### src/rtl/fp16_pkg.sv
// Shared types and constants for the half-precision adder datapath.
// Imported by the exception unit and the sequential adder core.
package fp16_pkg;

    typedef enum logic [2:0] {
        S_IDLE,
        S_CHECK,
        S_ALIGN,
        S_ADD,
        S_NORM,
        S_ROUND,
        S_DONE
    } state_t;

    localparam logic [4:0]  EXP_MAX     = 5'h1F;
    localparam logic [15:0] POS_INF     = 16'h7C00;
    localparam int          QNAN_FRAC_W = 10;
    localparam int          SIG_W       = 11;
    localparam int          EXT_W       = 14;

endpackage

### src/rtl/exception16_sum.sv
// Special-case screen for binary16 addition: NaN, Inf and zero operands.
// Flags when the sum is fully determined without arithmetic.
module exception16_sum
    import fp16_pkg::*;
(
    input  logic             sign_a,
    input  logic [4:0]       exp_a,
    input  logic [SIG_W-1:0] mant_a,
    input  logic             sign_b,
    input  logic [4:0]       exp_b,
    input  logic [SIG_W-1:0] mant_b,
    output logic [15:0]      q,
    output logic             flag
);

    logic nan_a, nan_b, inf_a, inf_b, zero_a, zero_b;

    assign nan_a  = (exp_a == EXP_MAX) && (mant_a[QNAN_FRAC_W-1:0] != '0);
    assign nan_b  = (exp_b == EXP_MAX) && (mant_b[QNAN_FRAC_W-1:0] != '0);
    assign inf_a  = (exp_a == EXP_MAX) && (mant_a[QNAN_FRAC_W-1:0] == '0);
    assign inf_b  = (exp_b == EXP_MAX) && (mant_b[QNAN_FRAC_W-1:0] == '0);
    assign zero_a = (exp_a == 5'd0) && (mant_a == '0);
    assign zero_b = (exp_b == 5'd0) && (mant_b == '0);

    // NaNs are propagated quieted; Inf - Inf yields the default quiet NaN
    always_comb begin
        flag = 1'b0;
        q    = '0;
        if (nan_a) begin
            flag = 1'b1;
            q    = {sign_a, EXP_MAX, 1'b1, mant_a[QNAN_FRAC_W-2:0]};
        end else if (nan_b) begin
            flag = 1'b1;
            q    = {sign_b, EXP_MAX, 1'b1, mant_b[QNAN_FRAC_W-2:0]};
        end else if (inf_a && inf_b && (sign_a != sign_b)) begin
            flag = 1'b1;
            q    = {1'b0, EXP_MAX, 1'b1, {(QNAN_FRAC_W-1){1'b0}}};
        end else if (inf_a) begin
            flag = 1'b1;
            q    = {sign_a, EXP_MAX, {QNAN_FRAC_W{1'b0}}};
        end else if (inf_b) begin
            flag = 1'b1;
            q    = {sign_b, EXP_MAX, {QNAN_FRAC_W{1'b0}}};
        end else if (zero_a && zero_b) begin
            flag = 1'b1;
            q    = {sign_a & sign_b, 15'd0};
        end else if (zero_a) begin
            flag = 1'b1;
            q    = {sign_b, exp_b, mant_b[QNAN_FRAC_W-1:0]};
        end else if (zero_b) begin
            flag = 1'b1;
            q    = {sign_a, exp_a, mant_a[QNAN_FRAC_W-1:0]};
        end
    end

endmodule

### src/rtl/fp16_add_seq.sv
// Multi-cycle binary16 adder: screen, align, add, iterative normalize,
// round-to-nearest-even, with valid/ready handshakes on both sides.
module fp16_add_seq
    import fp16_pkg::*;
(
    input  logic        clk,
    input  logic        reset,
    input  logic        in_valid,
    output logic        in_ready,
    input  logic [15:0] a,
    input  logic [15:0] b,
    output logic        out_valid,
    input  logic        out_ready,
    output logic [15:0] q,
    output logic        exc_out,
    output logic        ovf
);

    state_t           state;
    logic [15:0]      ra, rb;
    logic             xs, ys;
    logic [5:0]       ex;
    logic [EXT_W:0]   sig;
    logic [EXT_W-1:0] ysig;

    logic [15:0] exc_q;
    logic        exc_flag;

    assign in_ready = (state == S_IDLE);

    exception16_sum u_exc (
        .sign_a (ra[15]),
        .exp_a  (ra[14:10]),
        .mant_a ({1'b0, ra[9:0]}),
        .sign_b (rb[15]),
        .exp_b  (rb[14:10]),
        .mant_b ({1'b0, rb[9:0]}),
        .q      (exc_q),
        .flag   (exc_flag)
    );

    // Align: larger magnitude becomes X, Y is shifted right with sticky
    logic [15:0]      x, y;
    logic [4:0]       xe, ye, d;
    logic [EXT_W-1:0] x_ext, y_ext, y_tmp, y_mask, y_sh;

    always_comb begin
        if (ra[14:0] >= rb[14:0]) begin
            x = ra;
            y = rb;
        end else begin
            x = rb;
            y = ra;
        end
        xe     = (x[14:10] == 5'd0) ? 5'd1 : x[14:10];
        ye     = (y[14:10] == 5'd0) ? 5'd1 : y[14:10];
        x_ext  = {x[14:10] != 5'd0, x[9:0], 3'b000};
        y_ext  = {y[14:10] != 5'd0, y[9:0], 3'b000};
        d      = xe - ye;
        y_tmp  = y_ext >> d;
        y_mask = (14'd1 << d) - 14'd1;
        if (d >= 5'd14)
            y_sh = {13'd0, |y_ext};
        else
            y_sh = {y_tmp[13:1], y_tmp[0] | (|(y_ext & y_mask))};
    end

    // Round to nearest even on guard / round|sticky / lsb
    logic [SIG_W-1:0] m, mant;
    logic [SIG_W:0]   mr;
    logic             inc, rnd_ovf;
    logic [5:0]       e_rnd;
    logic [15:0]      rnd_q;

    always_comb begin
        m     = sig[13:3];
        inc   = sig[2] & ((|sig[1:0]) | m[0]);
        mr    = {1'b0, m} + {{SIG_W{1'b0}}, inc};
        mant  = mr[SIG_W] ? mr[SIG_W:1] : mr[SIG_W-1:0];
        e_rnd = mr[SIG_W] ? ex + 6'd1 : ex;
        rnd_ovf = mant[10] && (e_rnd >= 6'd31);
        if (rnd_ovf)
            rnd_q = POS_INF | {xs, 15'd0};
        else if (mant[10])
            rnd_q = {xs, e_rnd[4:0], mant[9:0]};
        else
            rnd_q = {xs, 5'd0, mant[9:0]};
    end

    always_ff @(posedge clk) begin
        if (reset) begin
            state     <= S_IDLE;
            out_valid <= 1'b0;
            q         <= '0;
            exc_out   <= 1'b0;
            ovf       <= 1'b0;
            ra        <= '0;
            rb        <= '0;
            xs        <= 1'b0;
            ys        <= 1'b0;
            ex        <= '0;
            sig       <= '0;
            ysig      <= '0;
        end else begin
            unique case (state)
                S_IDLE: begin
                    if (in_valid) begin
                        ra    <= a;
                        rb    <= b;
                        state <= S_CHECK;
                    end
                end
                S_CHECK: begin
                    if (exc_flag) begin
                        q         <= exc_q;
                        exc_out   <= 1'b1;
                        ovf       <= 1'b0;
                        out_valid <= 1'b1;
                        state     <= S_DONE;
                    end else begin
                        state <= S_ALIGN;
                    end
                end
                S_ALIGN: begin
                    xs    <= x[15];
                    ys    <= y[15];
                    ex    <= {1'b0, xe};
                    sig   <= {1'b0, x_ext};
                    ysig  <= y_sh;
                    state <= S_ADD;
                end
                S_ADD: begin
                    if (xs == ys) begin
                        sig <= sig + {1'b0, ysig};
                    end else begin
                        sig <= sig - {1'b0, ysig};
                        if (sig[13:0] == ysig)
                            xs <= 1'b0;
                    end
                    state <= S_NORM;
                end
                S_NORM: begin
                    if (sig[14]) begin
                        sig   <= {1'b0, sig[14:2], sig[1] | sig[0]};
                        ex    <= ex + 6'd1;
                        state <= S_ROUND;
                    end else if (!sig[13] && ex > 6'd1 && sig != '0) begin
                        sig <= {sig[13:0], 1'b0};
                        ex  <= ex - 6'd1;
                        // leave on the last shift so NORM lasts exactly n cycles
                        if (sig[12] || ex == 6'd2)
                            state <= S_ROUND;
                    end else begin
                        state <= S_ROUND;
                    end
                end
                S_ROUND: begin
                    q         <= rnd_q;
                    ovf       <= rnd_ovf;
                    exc_out   <= 1'b0;
                    out_valid <= 1'b1;
                    state     <= S_DONE;
                end
                S_DONE: begin
                    if (out_ready) begin
                        out_valid <= 1'b0;
                        state     <= S_IDLE;
                    end
                end
                default: state <= S_IDLE;
            endcase
        end
    end

endmodule
### config.mk
export PLATFORM = sky130hd
export DESIGN_NAME = fp16_add_seq
export DESIGN_NICKNAME = d
export VERILOG_FILES = /design/src/rtl/fp16_pkg.sv /design/src/rtl/exception16_sum.sv /design/src/rtl/fp16_add_seq.sv
export SDC_FILE = /design/constraint.sdc
export NUM_CORES = 1
export LEC_CHECK = 0
export ABC_AREA = 1
export BUFFER_PORTS_ARGS = -buffer_cell sky130_fd_sc_hd__buf_2
export CAP_MARGIN = 40
export CORE_AREA = 2 2 109 217
export DETAILED_ROUTE_END_ITERATION = 16
export DIE_AREA = 0 0 111 219
export GPL_TIMING_DRIVEN = 0
export PLACE_DENSITY_LB_ADDON = 0.1
export REMOVE_ABC_BUFFERS = 1
export SYNTH_ARGS = -nofsm -noshare
export SYNTH_HDL_FRONTEND = slang
export SYNTH_SLANG_ARGS = --single-unit
### constraint.sdc
create_clock -name clk -period 5.6 [get_ports clk]
set_input_delay 0.28 -clock clk [delete_from_list [all_inputs] [get_ports clk]]
set_output_delay 0.28 -clock clk [all_outputs]
set_load 0.005 [all_outputs]
==> metrics.md, run 1 <==
| Metric | Value |
|---|---|
| Least-Margin Pin Slew | `roughly 810 ps` |
| Final WL | `30.5 mm` |
| Status | `completed` |
| CTS tree | `built` |
| Commonest non-fill, non-tap cell in the layout | `nand2_1` |
| Clock skew | `between 8 and 9 ps` |
| Syn. warnings | `0` |
| Fin. Hold Viols | `0` |
| Input/output buffers | `55` |
| Cells after Synth | `between 1000 and 1500` |
| Setup WS post-layout | `333 ps` |
| First-pass GRT wire length | `46.9 mm` |
| I/O pins | `56` |
| Drt first pass iters | `5` |
| Synth top area share | `23.2%` |
| Total GRT Usage | `25.1%` |
| R2r setup slk | `330 ps` |
| Max_cap viols | `0` |
| Via/cell ratio | `around 5.5` |
| Worst Hold End | `rb[12]$_SDFFE_PP0P_` |
| Fin util | `39.3%` |
| Dpl cell area | `0.00836 mm²` |
| Starting Density | `34.8%` |
| Worst Hold Class | `input pin to flop` |
| CTS Sinks | `91` |
| Vias in the first global route | `roughly 8300` |
| Worst r2r src | `rb[14]$_SDFFE_PP0P_` |
| Area of the core | `around 0.023 mm²` |
| Nets | `1338` |
| Synth top area cells | `dfxtp_1, nand2_1, a21oi_1, inv_1, o21ai_0` |
| Startpoint types | `flop` |
| Setup Viol. Count Final | `0` |
| H-tree depth | `3` |
| Relative slew slack | `45.8%` |
| Type of the worst setup path | `flop to flop` |
| Hold path depth | `3` |
| Die Span Y | `~220 µm` |
| CP Capture Type | `flop` |
| Mapped cell area | `0.00784 mm²` |
| Clk_lat worst skew | `about 370 ps` |
| Area delta synth->final | `13.1%` |
| Most common cell on crit path | `nand2_1` |
| Clock tree buffer depth | `2` |
| Worst reg-to-reg path cell count | `30` |
| Worst-path fanout max | `20` |
| Cell taking the most area after synthesis | `dfxtp_1` |
| Main synth FF type | `dfxtp_1` |
| DR iter-0 viols | `512` |
| Worst r2r dst | `ysig[0]$_SDFFE_PP0P_` |
| Lkg Pwr | `3.97 nW` |
| Critical path data arrival time | `5490 ps` |
| Clk slew on worst S/H paths | `70 ps` |
| Required time at the worst-slack endpoint | `5830 ps` |
| Post-DP HPWL | `24.2 mm` |
| Min-delay src | `b[12]` |
| Vias | `8467` |
| Post-route cell area | `0.00886 mm²` |
| Cell Rows | `78` |
| Minimum clock period after layout | `5270 ps` |
| Drc violations | `0` |
| Pwr per Cell Area | `610 mW/mm²` |
| DRT antenna net count | `0` |
| Final period util | `94.1%` |
| Hold_ws | `181 ps` |
| CTS Hold Bufs | `0` |
| Slowest CP cell | `fa_2` |
| Drt wl/cell | `~20 µm` |
| Ys async rst share | `0%` |
| CTS buffer count | `9` |
| Fmax | `190 MHz` |
| Netlist cell types | `62` |
| Synthesis-stage register bit count | `91` |
| Initial antenna violation count | `0` |
| Die area | `roughly 0.024 mm²` |
| ANT cells | `0` |
| Post-synth EDFFs | `0` |
| Final GP Congestion | `between 0.9 and 1` |
| Die width | `111 µm` |
| GRT overflow | `0` |
| VDD IR max | `378 µV` |
| Slew Limit Fails | `0` |
| Share of cells above drive strength 1 | `12.6%` |
| Largest net degree at the start of global routing | `about 40` |
| RSZ-0062 raised after global routing | `no` |
| Commonest cells after routing, fill and taps aside | `nand2_1, inv_1, a21oi_1` |
| Worst slack, placed | `-1110 ps` |
| Root buffer cell | `clkbuf_16` |
| Register area share after synthesis | `23.2%` |
| Crit-path max cell delay | `570 ps` |
| Syn_area_per_cell | `roughly 6.4 µm²` |
## where the power goes
group | internal, mW | switching [mW] | total, mW
registers | 0.739 | 0.152 | 0.891
clock network | 0.438 | 0.296 | 0.734
logic | 1.25 | 2.53 | 3.78
## metrics by stage
stage          power, mW  TNS [ps]  std cells
5_1_grt             5.88         0       1545
4_1_cts             5.26         0       1541
6_report            5.40         0       1545
3_5_place_dp        4.39     -4110       1519
3_3_place_gp        4.35    -11670       1512
2_1_floorplan       3.39         0       1177
## flip-flops by register name, summed over array words and instances, names as in the netlist, 3 cells and up
register / count
ex: 6
state: 3
q: 16
ysig: 14
rb: 16
ra: 16
sig: 15
## critical path, delay by kind of cell (launching register included)
family	cells	cell delay (ps)
simple gates	18	2070
fa+ha+maj	3	1200
buf+inv	6	890
compound gates	3	540
flops	1	410
## Yosys cell counts (3+ instances only)
| cell | n |
|---|---|
| nand2_1 | 260 |
| inv_1 | 146 |
| a21oi_1 | 116 |
| o21ai_0 | 109 |
| dfxtp_1 | 91 |
| nor2_1 | 84 |
| nand3_1 | 78 |
| ha_1 | 40 |
| clkbuf_1 | 35 |
| o211ai_1 | 26 |
| xor2_1 | 24 |
| nor3_1 | 23 |
| o21ai_1 | 15 |
| o22ai_1 | 15 |
| a31oi_1 | 12 |
| inv_2 | 12 |
| nand4_1 | 11 |
| nand2_2 | 10 |
| or2_2 | 10 |
| o2111ai_1 | 9 |
| xnor2_1 | 9 |
| buf_2 | 8 |
| a221oi_1 | 7 |
| nor4_1 | 6 |
| nor4_4 | 5 |
| nand3b_1 | 4 |
| a211oi_1 | 3 |
| a21oi_2 | 3 |
| a22oi_1 | 3 |
| buf_4 | 3 |
| clkinv_1 | 3 |
| nand3_2 | 3 |
| nor3b_1 | 3 |
| o21a_1 | 3 |
| o31ai_1 | 3 |
## logic make-up (layout without fill, tap and decap cells)
group,Yosys count,after routing,synth area share (%)
AND/OR/NAND/NOR,508,508,29.9
AO/OA/AOI/OAI,339,339,25.1
buffers and inverters,210,249,10.5
flip-flops,91,91,23.2
adder cells (fa/ha/maj),42,42,6.89
XOR/XNOR,35,35,4.25
multiplexers,1,1,0.128
## per-layer routing
metal  up-vias  share of wire [%]  global-route usage, %
li1       4225                  -                      -
met1      3910                 36                   24.7
met4         0                7.1                   17.3
met2       244                 54                   48.5
met5         -                  0                      0
met3        88                2.8                   2.87
## area by class of cell
class,instances,area [µm²]
Inverter,161,612
Multi-Input combinational cell,925,5260
Clock inverter,6,113
Fill cell,2502,13700
Tap cell,280,350
Clock buffer,10,229
Sequential cell,91,1820
Timing Repair Buffer,72,473
## repair_timing
item | 4_1_cts | 5_1_grt
gates cloned | 0 | 1
buffers inserted | 6 | 3
endpoints found under the setup margin | 14 | 14
gates resized for setup | 7 | 9
pin swaps | 2 | 1
## worst max path at each step
stage	from	endpoint	cells after the start
final	rb[14]$_SDFFE_PP0P_	ysig[0]$_SDFFE_PP0P_	30
after global routing	rb[14]$_SDFFE_PP0P_	ysig[0]$_SDFFE_PP0P_	31
after CTS	rb[14]$_SDFFE_PP0P_	ysig[0]$_SDFFE_PP0P_	33
after detailed placement	rb[14]$_SDFFE_PP0P_	ysig[0]$_SDFFE_PP0P_	30
after global placement	rb[13]$_SDFFE_PP0P_	ysig[0]$_SDFFE_PP0P_	31
after floorplan	rb[13]$_SDFFE_PP0P_	ysig[0]$_SDFFE_PP0P_	31
No activity file was read; power rests on OpenSTA's default activity.
==> run 2, diff against run 1 <==
CORE_AREA = 2 2 130 183   (was 2 2 109 217)
DIE_AREA = 0 0 132 185   (was 0 0 111 219)
==> run 2 against run 1 <==
Largest cell class unchanged. Highest routed layer unchanged. Register-to-register slack improved by 50 ps. Maximum frequency up 0.97%. Sequential power about the same.
==> metrics.md, run 2 (synthesized netlist as in run 1, its figures left out) <==
| Metric | Value |
|---|---|
| Die width | `132 µm` |
| Post-DP HPWL | `around 23 mm` |
| TNS Setup | `0 ps` |
| Least-Margin Pin Slew | `852 ps` |
| Placed Cells | `~1500` |
| CP Capture Type | `flop` |
| Commonest non-fill, non-tap cell in the layout | `nand2_1` |
| Nets | `1333` |
| Type of the worst setup path | `flop to flop` |
| Minimum clock period after layout | `5220 ps` |
| Dpl cell area | `0.00837 mm²` |
| Initial antenna violation count | `0` |
| Drt first pass iters | `5` |
| Starting Density | `34.3%` |
| ANT cells | `0` |
| Total GRT Usage | `between 20% and 30%` |
| Share of cells above drive strength 1 | `12.4%` |
| Via/cell ratio | `5.36` |
| Status | `completed` |
| First-pass GRT wire length | `approximately 45 mm` |
| Input/output buffers | `55` |
| Startpoint types | `flop` |
| Largest net degree at the start of global routing | `51` |
| Biggest regs | `q (16), ra (16), rb (16)` |
| Final GP Congestion | `~0.89` |
| Setup Viol. Count Final | `0` |
| Drt wl/cell | `around 19 µm` |
| I/O pins | `56` |
| Vias | `8395` |
| Fin. Hold Viols | `0` |
| Required time at the worst-slack endpoint | `between 5000 and 6000 ps` |
| RSZ-0062 raised after global routing | `no` |
| CTS tree | `built` |
| Most common cell on crit path | `nand2_1` |
| Clk slew on worst S/H paths | `70 ps` |
| Die area | `0.0244 mm²` |
| GRT overflow | `0` |
| Area of the core | `0.0229 mm²` |
| Critical path data arrival time | `5430 ps` |
| Clk_lat worst skew | `360 ps` |
| H-tree depth | `3` |
| Clock tree buffer depth | `2` |
| Commonest cells after routing, fill and taps aside | `nand2_1, inv_1, a21oi_1` |
| Clock skew | `12.7 ps` |
| Fin cells | `~1600` |
| Slew Limit Fails | `0` |
| Pwr per Cell Area | `a little under 600 mW/mm²` |
| Lkg Pwr | `a little under 4 nW` |
| R2r setup slk | `380 ps` |
| Drc violations | `0` |
| Slowest CP cell | `fa_2` |
| Vias in the first global route | `8018` |
| DRT antenna net count | `0` |
| Total Power | `5.22 mW` |
| Relative slew slack | `43.0%` |
| CTS Sinks | `91` |
| VDD IR max | `between 500 and 600 µV` |
| Root buffer cell | `clkbuf_16` |
| Fmax | `192 MHz` |
| Crit-path max cell delay | `570 ps` |
| Cell Rows | `66` |
| Final WL | `29.0 mm` |
| DR iter-0 viols | `581` |
| CTS buffer count | `9` |
| Post-route cell area | `about 0.0088 mm²` |
| Area delta synth->final | `12.3%` |
| Worst-path fanout max | `28` |
| Die Span Y | `185 µm` |
| Worst Hold Class | `input pin to flop` |
| Final period util | `93.1%` |
| Max_cap viols | `0` |
run 2: where the power goes:
part | switching, mW | internal [mW]
Combinational | 2.50 | 1.20
Clock | 0.287 | 0.341
Sequential | 0.150 | 0.739
run 2: area by class of cell:
class	count	area, µm²
fill	2565	14100
multi-input combinational	926	5290
sequential	91	1820
inverter	161	612
timing repair buffer	66	403
tap	306	383
clock buffer	12	267
clock inverter	4	31.3
run 2: per-stage QoR:
step                worst slack, ps  utilization (%)  hold WS, ps
global route                   4.94             38.5          185
global placement              -1520             36.2          451
floorplan                       334                -          342
detailed placement            -1180             36.6          458
CTS                            93.2             38.2          171
finish                          384             38.5          181
run 2: layer usage:
layer / wire length, µm / track usage (%)
met5: 0 / 0
met4: 1020 / 9.43
met3: 861 / 2.00
met2: 15200 / 44.7
met1: 12000 / 27.7
run 2: final timing paths:
check	startpoint	to	cells after the start
min reg2reg	out_valid$_SDFFE_PP0P_	out_valid$_SDFFE_PP0P_	2
max reg2reg	rb[14]$_SDFFE_PP0P_	ysig[0]$_SDFFE_PP0P_	30
min	a[4]	ra[4]$_SDFFE_PP0P_	3
max	rb[14]$_SDFFE_PP0P_	ysig[0]$_SDFFE_PP0P_	30
run 2: worst max-delay path, delay by kind of cell (launching register included):
kind,cells,cell delay [ps]
buffers and inverters,6,840
adder cells (fa/ha/maj),3,1180
flip-flops,1,370
AND/OR/NAND/NOR,18,2080
AO/OA/AOI/OAI,3,600
run 2: what timing repair did:
action / CTS / global route
hold buffers: 0 / 0
endpoints found under the setup margin: 14 / 11
gates resized for setup: 9 / 12
cloned: 0 / 1
buffers inserted: 5 / 0
pin swaps: 2 / 2
